### config.mk
export PLATFORM = sky130hd
export DESIGN_NAME = ram_arbiter
export DESIGN_NICKNAME = d
export VERILOG_FILES = /design/src/rtl/ram_arbiter_pkg.sv /design/src/rtl/ram_arbiter_rr_pick.sv /design/src/rtl/ram_arbiter.sv
export SDC_FILE = /design/constraint.sdc
export NUM_CORES = 1
export LEC_CHECK = 0
export CAP_MARGIN = 20
export CORE_MARGIN = 3
export CORE_UTILIZATION = 43
export CTS_BUF_LIST = sky130_fd_sc_hd__clkbuf_8
export DETAILED_ROUTE_END_ITERATION = 10
export PLACE_DENSITY = 0.86
export SYNTH_ARGS = -nofsm -noshare
export SYNTH_HDL_FRONTEND = slang
export SYNTH_SLANG_ARGS = --single-unit
### constraint.sdc
create_clock -name clk -period 3.1 [get_ports clk]
set_clock_uncertainty 0.05 [all_clocks]
set_input_delay 0.62 -clock clk [delete_from_list [all_inputs] [get_ports clk]]
set_output_delay 0.62 -clock clk [all_outputs]
set_load 0.02 [all_outputs]
### src/rtl/ram_arbiter_pkg.sv
// Shared encodings for the RAM arbiter and its callers: FSM states, port ids, bus widths.
// Pure declarations; no logic, no latency.
// No flow control of its own.
package ram_arbiter_pkg;

  typedef enum logic [1:0] {
    IDLE  = 2'd0,
    ISSUE = 2'd1,
    WAIT  = 2'd2,
    ACK   = 2'd3
  } arb_state_t;

  localparam logic PORT0 = 1'b0;
  localparam logic PORT1 = 1'b1;

  localparam int AW_DEF = 16;
  localparam int DW_DEF = 16;

endpackage

### src/rtl/ram_arbiter_rr_pick.sv
// Two-way round-robin pick: chooses the requester that did not win last time on a tie.
// Purely combinational, zero latency.
// No backpressure; the caller decides when to act on win_vld.
module rr_pick
  import ram_arbiter_pkg::*;
(
  input  logic req0,
  input  logic req1,
  input  logic rr_last,
  output logic win,
  output logic win_vld
);

  assign win_vld = req0 | req1;
  assign win     = (req0 && req1) ? ((rr_last == PORT0) ? PORT1 : PORT0)
                                  : (req1 ? PORT1 : PORT0);

endmodule

### src/rtl/ram_arbiter.sv
// Shares one single-port RAM between two req/ack masters with round-robin and capped locked bursts.
// Latency: write 3 cycles req-to-ack, read 3 + RAM_LAT; one idle cycle between grants.
// Masters hold req until ack; the non-owner simply waits with req high.
module ram_arbiter
  import ram_arbiter_pkg::*;
#(
  parameter int RAM_LAT   = 1,
  parameter int BURST_MAX = 4,
  parameter int AW        = AW_DEF,
  parameter int DW        = DW_DEF
) (
  input  logic          clk,
  input  logic          reset,
  input  logic          m0_req,
  input  logic          m0_we,
  input  logic          m0_lock,
  input  logic [AW-1:0] m0_addr,
  input  logic [DW-1:0] m0_wdata,
  output logic          m0_gnt,
  output logic          m0_ack,
  output logic [DW-1:0] m0_rdata,
  input  logic          m1_req,
  input  logic          m1_we,
  input  logic          m1_lock,
  input  logic [AW-1:0] m1_addr,
  input  logic [DW-1:0] m1_wdata,
  output logic          m1_gnt,
  output logic          m1_ack,
  output logic [DW-1:0] m1_rdata,
  output logic          ram_en,
  output logic          ram_we,
  output logic [AW-1:0] ram_addr,
  output logic [DW-1:0] ram_wdata,
  input  logic [DW-1:0] ram_rdata
);

  localparam logic [2:0] LAT_INIT  = 3'(RAM_LAT);
  localparam logic [3:0] BURST_LIM = 4'(BURST_MAX);

  arb_state_t    state, state_nxt;
  logic          owner, rr_last;
  logic [3:0]    burst_cnt;
  logic [2:0]    lat_cnt;
  logic          we_q;
  logic [AW-1:0] addr_q;
  logic [DW-1:0] wdata_q, rdata0_q, rdata1_q;
  logic          pick, pick_vld;
  logic          grant, burst_go, rd_done;
  logic          own_req, own_lock;
  logic          src, src_we;
  logic [AW-1:0] src_addr;
  logic [DW-1:0] src_wdata;

  rr_pick u_pick (
    .req0    (m0_req),
    .req1    (m1_req),
    .rr_last (rr_last),
    .win     (pick),
    .win_vld (pick_vld)
  );

  assign own_req  = (owner == PORT1) ? m1_req  : m0_req;
  assign own_lock = (owner == PORT1) ? m1_lock : m0_lock;

  // A fresh grant loads from the picked port, a burst continuation from the current owner.
  assign src       = grant ? pick : owner;
  assign src_we    = (src == PORT1) ? m1_we    : m0_we;
  assign src_addr  = (src == PORT1) ? m1_addr  : m0_addr;
  assign src_wdata = (src == PORT1) ? m1_wdata : m0_wdata;

  always_ff @(posedge clk or posedge reset) begin
    if (reset) state <= IDLE;
    else       state <= state_nxt;
  end

  always_comb begin
    state_nxt = state;
    grant     = 1'b0;
    burst_go  = 1'b0;
    rd_done   = 1'b0;
    case (state)
      IDLE: begin
        if (pick_vld) begin
          grant     = 1'b1;
          state_nxt = ISSUE;
        end
      end
      ISSUE: state_nxt = we_q ? ACK : WAIT;
      WAIT: begin
        if (lat_cnt <= 3'd1) begin
          rd_done   = 1'b1;
          state_nxt = ACK;
        end
      end
      ACK: begin
        if (own_lock && own_req && (burst_cnt < BURST_LIM)) begin
          burst_go  = 1'b1;
          state_nxt = ISSUE;
        end else begin
          state_nxt = IDLE;
        end
      end
      default: state_nxt = IDLE;
    endcase
  end

  always_ff @(posedge clk or posedge reset) begin
    if (reset) begin
      owner     <= PORT0;
      rr_last   <= PORT1;
      burst_cnt <= 4'd0;
      lat_cnt   <= 3'd0;
      we_q      <= 1'b0;
      addr_q    <= '0;
      wdata_q   <= '0;
      rdata0_q  <= '0;
      rdata1_q  <= '0;
    end else begin
      if (grant || burst_go) begin
        owner   <= src;
        we_q    <= src_we;
        addr_q  <= src_addr;
        wdata_q <= src_wdata;
      end
      if (grant)         burst_cnt <= 4'd1;
      else if (burst_go) burst_cnt <= burst_cnt + 4'd1;
      if (state == ISSUE && !we_q) lat_cnt <= LAT_INIT;
      else if (state == WAIT)      lat_cnt <= lat_cnt - 3'd1;
      if (rd_done) begin
        if (owner == PORT1) rdata1_q <= ram_rdata;
        else                rdata0_q <= ram_rdata;
      end
      if (state == ACK && !burst_go) rr_last <= owner;
    end
  end

  assign m0_gnt    = (state != IDLE) && (owner == PORT0);
  assign m1_gnt    = (state != IDLE) && (owner == PORT1);
  assign m0_ack    = (state == ACK) && (owner == PORT0);
  assign m1_ack    = (state == ACK) && (owner == PORT1);
  assign m0_rdata  = rdata0_q;
  assign m1_rdata  = rdata1_q;
  assign ram_en    = (state == ISSUE);
  assign ram_we    = (state == ISSUE) && we_q;
  assign ram_addr  = addr_q;
  assign ram_wdata = wdata_q;

endmodule
==> results.txt <==
LEAKAGE: 2.350 nW
Clock Tree Root: clkbuf_8
Register area share after synthesis: 54.67%
Post-synth EDFFs: 0
First-pass GRT wire length: 12.78 mm
Initial cell density of the core: 44.58%
CP Depth: 4
WP data required: 2430 ps
Synthesis-to-layout area growth: 53.41%
Placer Congestion: 0.7461
Final Hold Viols: 0
Post-synth ARST share: 100.0%
Distinct cell type count after synthesis: 36
FF+latch count, synth: 76
Iteration-0 DRC Markers: 90
Via/cell ratio: 4.875
Max-Cap Viols: 0
Clock slew at reported path FFs: 90 ps
DRC: 0
Share of the synthesized area in the top cell type: 53.92%
Area leader, netlist: dfrtp_1
Commonest cells after routing, fill and taps aside: clkdlybuf4s50_1 (157), dfrtp_1 (75), nand2_1 (39)
Cell family with most CP delay: buffers and inverters
Worst reg2reg path depth: 6
DR vias: 2652
Max-slew headroom: 36.22%
Setup TNS: 0 ps
Crit. End Element: output port
Tot GR Track Use: 18.13%
Crit-path cells: inv_1, ha_1, nor2b_1, clkdlybuf4s50_1
Post-Route WL: 8.279 mm
Worst path max stage delay: 620 ps
Startpoint types: register
Final setup fails: 0
CTS tree: yes
Worst-margin pin slew: 956.8 ps
WS Path Type: reg2out
Post-CTS Setup Bufs: 0
HPWL after DPL: 6.363 mm
Buf/Inv on CP: 2
Post-route ant nets: 0
Routed len/inst: 15.22 um
Crit path time final: 2567 ps
Mapped Nets: 374
Fin util: 68.40%
Number of max-slew violations in the final report: 0
PwrDens: 1087 mW/mm^2
Primary FF master, synth: dfrtp_1
Gr ovfl total: 0
Largest net degree at the start of global routing: 67
Synth top area cells: dfrtp_1 (54%), mux2i_1 (9.8%), mux2_2 (7.4%)
Nets: 532
H-tree lvl count: 3
Worst VDD drop: 0.4751 mV
Die area: 0.009210 mm^2
CTS hold repair buffers: 0
Post-CTS Resized: 0
Share of layout cells above drive strength 1: 13.80%
Die Ht: 95.97 um
Syn Inst Count: 279
Worst Path Arrival: 1900 ps
Length of the first detailed-routing pass in iterations: 5
Period utilization: 82.82%
Status: finished, final reports clean
CTS Buf Count: 9
Min-Delay Path Class: reg2reg
Clk sinks: 76
RSZ-0062 raised after global routing: false
Port bufs: 157
Leading cell type in the layout, fill and taps excluded: clkdlybuf4s50_1
Inserted Diodes: 0
Ports: 158
Core Region: 0.007807 mm^2
Hold depth: 2
Yosys warning count: 0
Initial antenna violation count: 0
Vias in the first global route: 2696
Avg Inst Size Synth: 12.48 um^2
Worst skew pair latency: 340 ps
F_max: 0.3895 GHz
Mapped cell area: 0.003481 mm^2
CP max FO: 8
CTS max path bufs: 2
Row cnt: 32
Crit-path slowest cell: clkdlybuf4s50_1
Die W: 95.97 um
## metrics by stage
| stage | cells | worst slack [ps] | total power, mW | cell area [um^2] | hold slack [ps] |
|---|---|---|---|---|---|
| floorplan | 279 | 493.3 | 3.785 | 3481 | 404.6 |
| global placement | 527 | 297.4 | 4.890 | 5090 | 410.8 |
| detailed placement | 528 | 456.9 | 5.037 | 5117 | 420.8 |
| CTS | 544 | 501.0 | 5.885 | 5340 | 438.3 |
| global route | 544 | 434.8 | 6.197 | 5340 | 462.5 |
| finish | 544 | 532.6 | 5.806 | 5340 | 433.1 |
## worst register-to-register path, cell delays in order (launching register included)
cell	delay (ps)
dfrtp_1	420
inv_1	100
ha_1	340
a32o_2	700
buf_16	250
mux2i_1	210
o21ai_0	100
## Yosys cell counts, drive strengths merged, types with 3 or more instances
| cell type | instances |
|---|---|
| nor2 | 8 |
| inv | 7 |
| nor2b | 3 |
| nand2 | 39 |
| and2 | 3 |
| o21ai | 36 |
| dfrtp | 75 |
| ha | 7 |
| mux2i | 34 |
| mux2 | 33 |
| buf | 13 |
## logic make-up (layout without fill, tap and decap cells)
| family | after synthesis | after routing | synth area share [%] |
|---|---|---|---|
| XOR/XNOR | 3 | 3 | 0.7550 |
| AO/OA/AOI/OAI | 47 | 47 | 8.339 |
| adder cells (fa/ha/maj) | 7 | 7 | 2.516 |
| buffers and inverters | 22 | 185 | 4.925 |
| multiplexers | 67 | 67 | 21.53 |
| flip-flops | 76 | 76 | 54.67 |
| AND/OR/NAND/NOR | 57 | 57 | 7.261 |
## power breakdown
| part | switching [mW] | internal [mW] | total, mW |
|---|---|---|---|
| logic | 1.58 | 1.62 | 3.20 |
| clock network | 0.368 | 0.459 | 0.827 |
| registers | 0.282 | 1.49 | 1.78 |
## state kept, by name, indices dropped and copies added, names as in the netlist
name	flops
burst_cnt	4
m0_rdata	16
owner	1
state	2
ram_addr	16
we_q	1
lat_cnt	3
m1_rdata	16
rr_last	1
ram_wdata	16
## layer usage
| layer | vias up | track usage, % | share of wire [%] |
|---|---|---|---|
| met3 | 14 | 5.708 | 9.1 |
| met5 | - | 0 | 0 |
| li1 | 1281 | - | - |
| met2 | 119 | 30.69 | 49 |
| met1 | 1238 | 21.46 | 40 |
| met4 | 0 | 6.991 | 1.9 |
## final timing paths
check / from / slack (ps) / end
worst max-delay path: state[0] / 530 / m1_gnt
min in group asynchronous: reset / 650 / m1_rdata[10]
max in group asynchronous: reset / 1720 / burst_cnt[0]
worst min register to register: ram_addr[11] / 430 / ram_addr[11]
worst min-delay path: ram_addr[11] / 430 / ram_addr[11]
worst max register to register: state[0] / 800 / ram_wdata[0]
## final cells by class
cell class                 instances  area [um^2]
inverter                           7        26.28
tap                              102        127.6
multi-input combinational        181         1419
fill                             571         2467
sequential                        76         1903
clock buffer                       9        123.9
clock inverter                     7        98.84
timing repair buffer             162         1642
Power figures use the tool's default switching activity.
